File: config.mk
export PLATFORM = sky130hd
export DESIGN_NAME = fetch_unit
export DESIGN_NICKNAME = d
export VERILOG_FILES = /design/src/rtl/rv32_pkg.sv /design/src/rtl/fetch_fifo.sv /design/src/rtl/fetch_unit.sv
export SDC_FILE = /design/constraint.sdc
export NUM_CORES = 1
export LEC_CHECK = 0
export CAP_MARGIN = 5
export CORE_MARGIN = 1
export CORE_UTILIZATION = 56
export CTS_CLUSTER_DIAMETER = 80
export DETAILED_ROUTE_END_ITERATION = 12
export PLACE_DENSITY = 0.86
export SLEW_MARGIN = 25
export SYNTH_ARGS = -nofsm -noshare
export SYNTH_HDL_FRONTEND = slang
export SYNTH_SLANG_ARGS = --single-unit
export TNS_END_PERCENT = 10
File: constraint.sdc
create_clock -name clk -period 19.7 [get_ports clk]
set_clock_uncertainty 0.2 [all_clocks]
set_input_delay 2.955 -clock clk [delete_from_list [all_inputs] [get_ports clk]]
set_output_delay 2.955 -clock clk [all_outputs]
set_load 0.005 [all_outputs]
File: src/rtl/rv32_pkg.sv
// Shared definitions for the instruction fetch front end.
//   fetch_state_e    : fetch FSM state encoding (IDLE, WAIT, DRAIN)
//   OP_*             : RV32I major opcodes, shared with ctrl_unit
//   RESET_PC_DEFAULT : default first fetch address after reset
package rv32_pkg;

  typedef enum logic [1:0] {
    IDLE  = 2'd0,
    WAIT  = 2'd1,
    DRAIN = 2'd2
  } fetch_state_e;

  localparam logic [6:0] OP_LUI    = 7'b0110111;
  localparam logic [6:0] OP_AUIPC  = 7'b0010111;
  localparam logic [6:0] OP_JAL    = 7'b1101111;
  localparam logic [6:0] OP_JALR   = 7'b1100111;
  localparam logic [6:0] OP_BRANCH = 7'b1100011;
  localparam logic [6:0] OP_LOAD   = 7'b0000011;
  localparam logic [6:0] OP_STORE  = 7'b0100011;
  localparam logic [6:0] OP_IMM    = 7'b0010011;
  localparam logic [6:0] OP_REG    = 7'b0110011;
  localparam logic [6:0] OP_FENCE  = 7'b0001111;
  localparam logic [6:0] OP_SYSTEM = 7'b1110011;

  localparam logic [31:0] RESET_PC_DEFAULT = 32'h0000_0000;

endpackage

File: src/rtl/fetch_fifo.sv
// Instruction buffer: DEPTH entries of {pc, instr}.
//   clk, rst              : clock, synchronous active-high reset
//   flush                 : empties the buffer (wins over push/pop)
//   push, push_pc/instr   : write an entry at the tail
//   pop                   : drop the head entry
//   full, empty, count    : occupancy status
//   head_pc, head_instr   : head entry (undefined contents when empty)
// A push on a full buffer is accepted when a pop happens in the same cycle.
module fetch_fifo #(
  parameter int unsigned WIDTH = 32,
  parameter int unsigned DEPTH = 2
) (
  input  logic                     clk,
  input  logic                     rst,
  input  logic                     flush,
  input  logic                     push,
  input  logic [WIDTH-1:0]         push_pc,
  input  logic [WIDTH-1:0]         push_instr,
  input  logic                     pop,
  output logic                     full,
  output logic                     empty,
  output logic [$clog2(DEPTH):0]   count,
  output logic [WIDTH-1:0]         head_pc,
  output logic [WIDTH-1:0]         head_instr
);

  localparam int unsigned AW = $clog2(DEPTH);

  logic [WIDTH-1:0] pc_mem    [DEPTH];
  logic [WIDTH-1:0] instr_mem [DEPTH];
  logic [AW-1:0]    wr_ptr;
  logic [AW-1:0]    rd_ptr;
  logic             do_push;
  logic             do_pop;

  assign empty      = (count == '0);
  assign full       = (count == (AW+1)'(DEPTH));
  assign do_pop     = pop && !empty;
  assign do_push    = push && (!full || do_pop);
  assign head_pc    = pc_mem[rd_ptr];
  assign head_instr = instr_mem[rd_ptr];

  always_ff @(posedge clk) begin
    if (rst || flush) begin
      wr_ptr <= '0;
      rd_ptr <= '0;
      count  <= '0;
    end else begin
      if (do_push) wr_ptr <= wr_ptr + AW'(1);
      if (do_pop)  rd_ptr <= rd_ptr + AW'(1);
      count <= count + (AW+1)'(do_push) - (AW+1)'(do_pop);
    end
  end

  // Storage needs no reset: entries are only observed through a valid head.
  always_ff @(posedge clk) begin
    if (do_push && !rst && !flush) begin
      pc_mem[wr_ptr]    <= push_pc;
      instr_mem[wr_ptr] <= push_instr;
    end
  end

endmodule

File: src/rtl/fetch_unit.sv
// Instruction fetch unit: issues single-outstanding requests to instruction
// memory, buffers returned words in fetch_fifo and presents the head to decode.
//   clk, rst                 : clock, synchronous active-high reset
//   imem_req/addr            : registered fetch request (held until ack)
//   imem_ack/rdata           : memory response
//   redirect_en/pc           : taken branch/jump, flushes the buffer
//   stall                    : decode cannot accept the head instruction
//   instr_valid/instr/instr_pc/opcode : buffer head to decode/ctrl_unit
module fetch_unit
  import rv32_pkg::*;
#(
  parameter int unsigned      WIDTH    = 32,
  parameter logic [WIDTH-1:0] RESET_PC = WIDTH'(RESET_PC_DEFAULT),
  parameter int unsigned      DEPTH    = 2
) (
  input  logic             clk,
  input  logic             rst,
  output logic             imem_req,
  output logic [WIDTH-1:0] imem_addr,
  input  logic             imem_ack,
  input  logic [WIDTH-1:0] imem_rdata,
  input  logic             redirect_en,
  input  logic [WIDTH-1:0] redirect_pc,
  input  logic             stall,
  output logic             instr_valid,
  output logic [WIDTH-1:0] instr,
  output logic [WIDTH-1:0] instr_pc,
  output logic [6:0]       opcode
);

  localparam int unsigned CW = $clog2(DEPTH) + 1;

  fetch_state_e     state;
  logic [WIDTH-1:0] fetch_pc;
  logic [WIDTH-1:0] pc_inc;
  logic [WIDTH-1:0] target_pc;
  logic             fifo_push;
  logic             fifo_pop;
  logic             fifo_flush;
  logic             fifo_full;
  logic             fifo_empty;
  logic [CW-1:0]    fifo_count;
  logic [WIDTH-1:0] head_pc;
  logic [WIDTH-1:0] head_instr;
  logic [CW:0]      occ_after;

  assign pc_inc    = fetch_pc + WIDTH'(4);
  assign target_pc = redirect_pc & ~WIDTH'(3);

  always_comb begin
    fifo_pop   = !fifo_empty && !stall;
    fifo_flush = redirect_en;
    fifo_push  = (state == WAIT) && imem_ack && !redirect_en;
    // Occupancy once this cycle's push and pop have both been applied.
    occ_after  = {1'b0, fifo_count} + (CW+1)'(1) - (CW+1)'(fifo_pop);
  end

  fetch_fifo #(
    .WIDTH (WIDTH),
    .DEPTH (DEPTH)
  ) u_fifo (
    .clk        (clk),
    .rst        (rst),
    .flush      (fifo_flush),
    .push       (fifo_push),
    .push_pc    (imem_addr),
    .push_instr (imem_rdata),
    .pop        (fifo_pop),
    .full       (fifo_full),
    .empty      (fifo_empty),
    .count      (fifo_count),
    .head_pc    (head_pc),
    .head_instr (head_instr)
  );

  always_ff @(posedge clk) begin
    if (rst) begin
      state     <= IDLE;
      fetch_pc  <= RESET_PC;
      imem_req  <= 1'b0;
      imem_addr <= RESET_PC;
    end else begin
      case (state)
        IDLE: begin
          if (redirect_en) begin
            fetch_pc <= target_pc;
          end else if (!fifo_full || fifo_pop) begin
            state     <= WAIT;
            imem_req  <= 1'b1;
            imem_addr <= fetch_pc;
          end
        end
        WAIT: begin
          if (redirect_en) begin
            // Ack in the same cycle is dropped; otherwise the in-flight
            // response still has to be absorbed in DRAIN.
            fetch_pc <= target_pc;
            imem_req <= 1'b0;
            state    <= imem_ack ? IDLE : DRAIN;
          end else if (imem_ack) begin
            fetch_pc <= pc_inc;
            if (occ_after < (CW+1)'(DEPTH)) begin
              imem_addr <= pc_inc;
            end else begin
              state    <= IDLE;
              imem_req <= 1'b0;
            end
          end
        end
        DRAIN: begin
          if (redirect_en) fetch_pc <= target_pc;
          if (imem_ack)    state    <= IDLE;
        end
        default: begin
          state    <= IDLE;
          imem_req <= 1'b0;
        end
      endcase
    end
  end

  // Head is forced to zero when empty so flushed/reset outputs are clean.
  assign instr_valid = !fifo_empty;
  assign instr       = fifo_empty ? '0 : head_instr;
  assign instr_pc    = fifo_empty ? '0 : head_pc;
  assign opcode      = instr[6:0];

endmodule
# Yosys cells after proc, flatten, opt, wreduce, memory -nomap -nowiden
# Memories as Yosys holds them, arrays and structs flattened. A register that Yosys moved wholly into a read port is not among the register bits.
# Index checks and enable logic that the tools add are counted.
# W data, S select, Z words.
dict set report word_totals {
  reg_bits 71
  mem_bits_rw 128
  elab_cells 86
  memories 2
}
# name words word_bits rd rd_clocked_by_memory_dff wr line_no
set memory_table {}
lappend memory_table {u_fifo.instr_mem 2 32 1 1 1 fetch_fifo.sv:30} ;# logic [WIDTH-1:0] instr_mem [DEPTH];
lappend memory_table {u_fifo.pc_mem 2 32 1 1 1 fetch_fifo.sv:29} ;# logic [WIDTH-1:0] pc_mem [DEPTH];
dict set report op_classes {
  add_sub_neg 7
  order_cmp 1
  eq_ne 12
  mux 32
  bitwise 1
  reduce_logical 24
}
# op n
set ops {}
lappend ops {{$mux W32} 10}
lappend ops {{$pmux W32 S2} 2}
lappend ops {{$add A32 B3 Y32 const B} 1}
lappend ops {{$mux W2} 7}
lappend ops {{$mux W1} 11}
lappend ops {{$ne A2 B2 Y1 const B} 5}
lappend ops {{$reduce_and A5 Y1} 2}
lappend ops {{$logic_and A1 B1 Y1} 7}
lappend ops {{$ne A3 B3 Y1 const B} 2}
lappend ops {{$pmux W2 S3} 1}
lappend ops {{$reduce_and A6 Y1} 1}
lappend ops {{$logic_not A1 Y1} 5}
lappend ops {{$eq A2 B2 Y1 const B} 2}
lappend ops {{$logic_not A2 Y1} 2}
lappend ops {{$ne A2 B1 Y1 const B} 2}
lappend ops {{$reduce_bool A2 Y1} 2}
lappend ops {{$add A2 B1 Y3 const B} 1}
lappend ops {{$logic_or A1 B1 Y1} 3}
lappend ops {{$lt A3 B2 Y1 const B} 1}
lappend ops {{$pmux W1 S3} 1}
lappend ops {{$reduce_and A3 Y1} 1}
lappend ops {{$sub A3 B1 Y3} 1}
lappend ops {{$add A1 B1 Y1 const B} 2}
lappend ops {{$add A2 B1 Y2} 1}
lappend ops {{other kinds (4)} 4}

# Depth between registers and ports, before layout
dict set report depth {
  word_depth 10
  ltp_mapped 10
  ltp_nobuf 9
}

# Cells and area by module
# A second synthesis with hierarchy kept.
dict set report hier_totals {
  cells_unflattened 809
  hier_area_um2 9420.3
}
# module n_inst cells_each area_per_inst_um2 seq_area_each_um2
set by_module_without_submodules {}
lappend by_module_without_submodules {fetch_fifo 1 232 5188.7 3943.8}
lappend by_module_without_submodules {fetch_unit 1 577 4231.6 1261.2}

# Worst setup path before layout
# OpenSTA, ideal clock, no wires.
dict set report synth_path {
  path_type {input to register}
  startpoint {in redirect_en}
  endpoint {mem u_fifo.instr_mem[0][0], enable pin}
  setup_time_ps 558
  t_arrival_ps 7925
  required_time_ps 18942
  slack_ps 11017
  path_stages 4
  n_path_buf 1
  path_cell_list {buf_2 nand2b_1 or3_1 nor3_1}
}
dict set report synth_via {
  elab_chain_len 7
}
# element line_no
set synth_lines {}
lappend synth_lines {{start: declaration} fetch_unit.sv:22} ;# input logic redirect_en,
lappend synth_lines {{$logic_not A1 Y1 (*)} {fetch_fifo.sv:57, fetch_unit.sv:53}}
lappend synth_lines {{$logic_and A1 B1 Y1} fetch_unit.sv:53} ;# fifo_push = (state == WAIT) && imem_ack && !redirect_en;
lappend synth_lines {{$logic_and A1 B1 Y1} fetch_fifo.sv:39} ;# assign do_push = push && (!full || do_pop);
lappend synth_lines {{$logic_and A1 B1 Y1} fetch_fifo.sv:57} ;# if (do_push && !rst && !flush) begin
lappend synth_lines {{$logic_and A1 B1 Y1 (*)} fetch_fifo.sv:57}
lappend synth_lines {{$mux W1 (*)} fetch_fifo.sv:57}
lappend synth_lines {{$mux W1 (implied by the code) (*)} fetch_fifo.sv:59} ;# instr_mem[wr_ptr] <= push_instr;
lappend synth_lines {{end: declaration} fetch_fifo.sv:30}
# Mark *: on every way between the ends. The rest lies on a longest branch, timed or not.

# Worst setup path after layout
dict set report layout_path {
  startpoint {in redirect_en}
  endpoint {mem u_fifo.pc_mem[1][13], enable pin}
}
dict set report layout_via {
  elab_chain_len 7
}
# element line_no
set layout_lines {}
lappend layout_lines {{$logic_not A1 Y1 (*)} {fetch_fifo.sv:57, fetch_unit.sv:53}}
lappend layout_lines {{$logic_and A1 B1 Y1} fetch_unit.sv:53}
lappend layout_lines {{$logic_and A1 B1 Y1} fetch_fifo.sv:39}
lappend layout_lines {{$logic_and A1 B1 Y1} fetch_fifo.sv:57}
lappend layout_lines {{$logic_and A1 B1 Y1 (*)} fetch_fifo.sv:57}
lappend layout_lines {{$mux W1 (*)} fetch_fifo.sv:57}
lappend layout_lines {{$mux W1 (implied by the code) (*)} fetch_fifo.sv:58} ;# pc_mem[wr_ptr] <= push_pc;
lappend layout_lines {{end: declaration} fetch_fifo.sv:29}
# Marks and branches as above.

==> flow_summary.yaml <==
floorplan:
  rows: 45
  fp.dieW_um: 127
  die_h_um: 127
  initial_core_util_pct: 57.6
  pin_count: 174
  die_area_um2: 16100
  core_um2: 15200
yosys:
  yosys.area.top_type: "edfxtp_1"
  syn_inst: 775
  synth-edff-count: 124
  yosys_warnings: 0
  ys_top_cells_by_area: "edfxtp_1, dfxtp_1, mux2i_1"
  syn_area_um2: 8750
  synth-seq-cells: 192
  ys_async_sr_fraction_pct: 0
  yosysUniqueCellTypes: 65
  seq_area_frac_synth_pct: 58.1
  synthFlopType: "edfxtp_1"
  avgSynthCellArea_um2: 11.3
  synth_top_area_share_pct: 42.5
critical_path:
  startpoint: "redirect_en"
  slowest_delay_ps: 640
  crit_slowest_cell: "buf_4"
  r2r-start: "state[0]"
  endpoint_kind: "flop"
  path_class: "primary input to flop"
  path_cells: "clkdlybuf4s50_1 -> buf_4 -> nand2b_1 -> buf_4 -> or3_1 -> inv_1 -> and3_2 -> buf_4"
  startpoint_type: "primary input"
  cp_data_required_time_ps: 19560
  crit_path_frequent_cell: "buf_4"
  arrival_ps: 5490
  r2r_slack_ps: 16560
  cp_max_fo: 62
sta:
  drv_slew: 0
  hold_viol_final: 0
  relSlewSlack_pct: 43.3
  post-route-period-util_pct: 28.6
  fmax_mhz: 178
  min_period_ps: 5630
  whs_ps: 293
  worst_pin_slew_ps: 851
  setup_tns_ps: 0
  finalSetupViolCount: 0
  rsz0062_at_grt: "false"
cells_and_area:
  area.growth.synth_to_final_pct: 25.9
  fillers: 1049
  drive_gt1_share_pct: 7.03
  seqCellArea_um2: 5090
  diodes: 0
  multi_input_area_um2: 3270
  nNetsFinal: 971
  postLayoutCoreUtil_pct: 72.5
worst_hold_path:
  hp-start: "imem_addr[8]"
  hold_path_class: "flop to flop"
pwr:
  max-vdd-ir-drop_uv: 63.1
  power_frac_comb_pct: 8.2
  swShare_pct: 23.0
  p_sw_w: 0.000204
  p_int_w: 0.000682
  clock_power_share_pct: 40.4
  power_frac_seq_pct: 51.4
  p_per_area_nw_per_um2: 80.4
  p_leak_nw: 3.57
global_routing:
  grt.total_usage_pct: 25.4
  grt_pass1_vias: 6160
  grt_max_degree: 65
  antenna_found_initial: 0
  gr-total-overflow: 0
  grt_pass1_wl_um: 31800
placement:
  post-dp-hpwl_um: 13400
  gp_congestion: 0.866
  port_buffers: 167
route:
  dr.first_iter.drc_count: 673
  wl_per_cell_um: 18.4
  wl_met1_um: 8740
  wl_met2_um: 9760
  drt_pass1_iterations: 5
  dr_wl_met3_um: 1480
  drt_wl_total_um: 20300
  num_vias: 6555
  ant_nets: 0
  drc: 0
  top_layer_used: "met4"
  via_per_inst: 5.96
clock_tree:
  cts_sinks: 192
  cts.hold.buffers_added: 0
  clk_path_buf_depth: 2
  htreeDepth: 4
  worstSkewPairLatency_ps: 430
  clkTransAtPathRegs_ps: 70
  root_buffer: "clkbuf_16"
  cts_resized: 0
  cts_inserted_buffers: 17
  cts_tree: "done"
  cts_setup_buffers: 0
job:
  maxCapViolations: 0
outcome:
  status: "finished clean"
[final timing paths]
kind | cells after the start | to
worst max register to register | 7 | u_fifo.pc_mem[1][13]
worst min-delay path | 0 | u_fifo.pc_mem[0][8]
worst min register to register | 0 | u_fifo.pc_mem[0][8]
worst max-delay path | 8 | u_fifo.pc_mem[1][13]
[worst max-delay path: cells and delay by family]
kind | cells | cell delay, ps
and+or+nand+nor | 3 | 810
buffers and inverters | 5 | 1640
[cells by family (layout without fill, tap and decap cells)]
logic type	count (synthesis)	in the layout	share of synthesized area, %
multiplexers	64	64	7.32
adder cells (fa/ha/maj)	4	4	0.572
AO/OA/AOI/OAI	151	151	11.5
flip-flops	192	192	58.1
buffers and inverters	86	219	4.85
other	1	4	0.0428
XOR/XNOR	30	30	3.00
AND/OR/NAND/NOR	247	247	14.6
[cells in the final DEF (no fill, tap or decap), types with 5 or more instances in the layout]
master	count
a211oi_1	9
a21oi_1	33
a31oi_1	10
a32oi_1	12
and3_1	8
and4_1	5
buf_4	9
clkbuf_16	17
clkdlybuf4s50_1	167
dfxtp_1	67
edfxtp_1	124
inv_1	10
mux2i_1	64
nand2_1	34
nand3_1	23
nand4_1	10
nor2_1	99
nor3_1	20
o21ai_0	40
o22ai_1	6
o31ai_1	8
or3_1	10
xnor2_1	20
xor2_1	10
[power groups by stage]
stage,registers [W],logic (W),clock network (W)
after floorplan,0.000456,0.0000411,0
after global placement,0.000463,0.0000698,0
after detailed placement,0.000464,0.0000718,0
after CTS,0.000455,0.0000723,0.000363
after global routing,0.000457,0.0000791,0.000379
final,0.000455,0.0000728,0.000358
[cell type report]
type	count	share of cell area, %
Sequential cell	192	46.2
Multi-Input combinational cell	500	29.7
Timing Repair Buffer	177	16.0
Inverter	10	0.341
Clock inverter	15	1.77
Tap cell	188	2.13
Clock buffer	17	3.86
[layer usage]
metal,vias up,track usage (%)
met5,-,0
met4,0,8.47
met3,24,5.78
met2,271,41.8
met1,3151,33.4
li1,3109,-
[stage by stage]
step	cell area (µm²)	power, W	cells	setup WS (ps)
finish	11000	0.000886	1099	14070
global route	11000	0.000914	1099	13950
floorplan	8760	0.000497	778	11020
detailed placement	10400	0.000536	1066	13640
global placement	10400	0.000533	1066	13670
CTS	11000	0.000890	1098	14060
[registers in the layout, summed over array words and instances, names as in the netlist, named ones only]
signal	flops
fetch_pc	30
u_fifo.pc_mem	60
u_fifo.count	2
imem_addr	30
state	2
imem_req	1
u_fifo.rd_ptr	1
u_fifo.instr_mem	64
u_fifo.wr_ptr	1
[synth_stat cells (12+ instances only)]
master,count
buf_4,15
o21ai_0,40
xnor2_1,20
dfxtp_1,68
nand3_1,23
buf_2,30
a21oi_1,33
a32oi_1,12
clkbuf_1,28
nor3_1,21
mux2i_1,64
nor2_1,100
edfxtp_1,124
nand2_1,34
No activity file was read; power rests on OpenSTA's default activity.
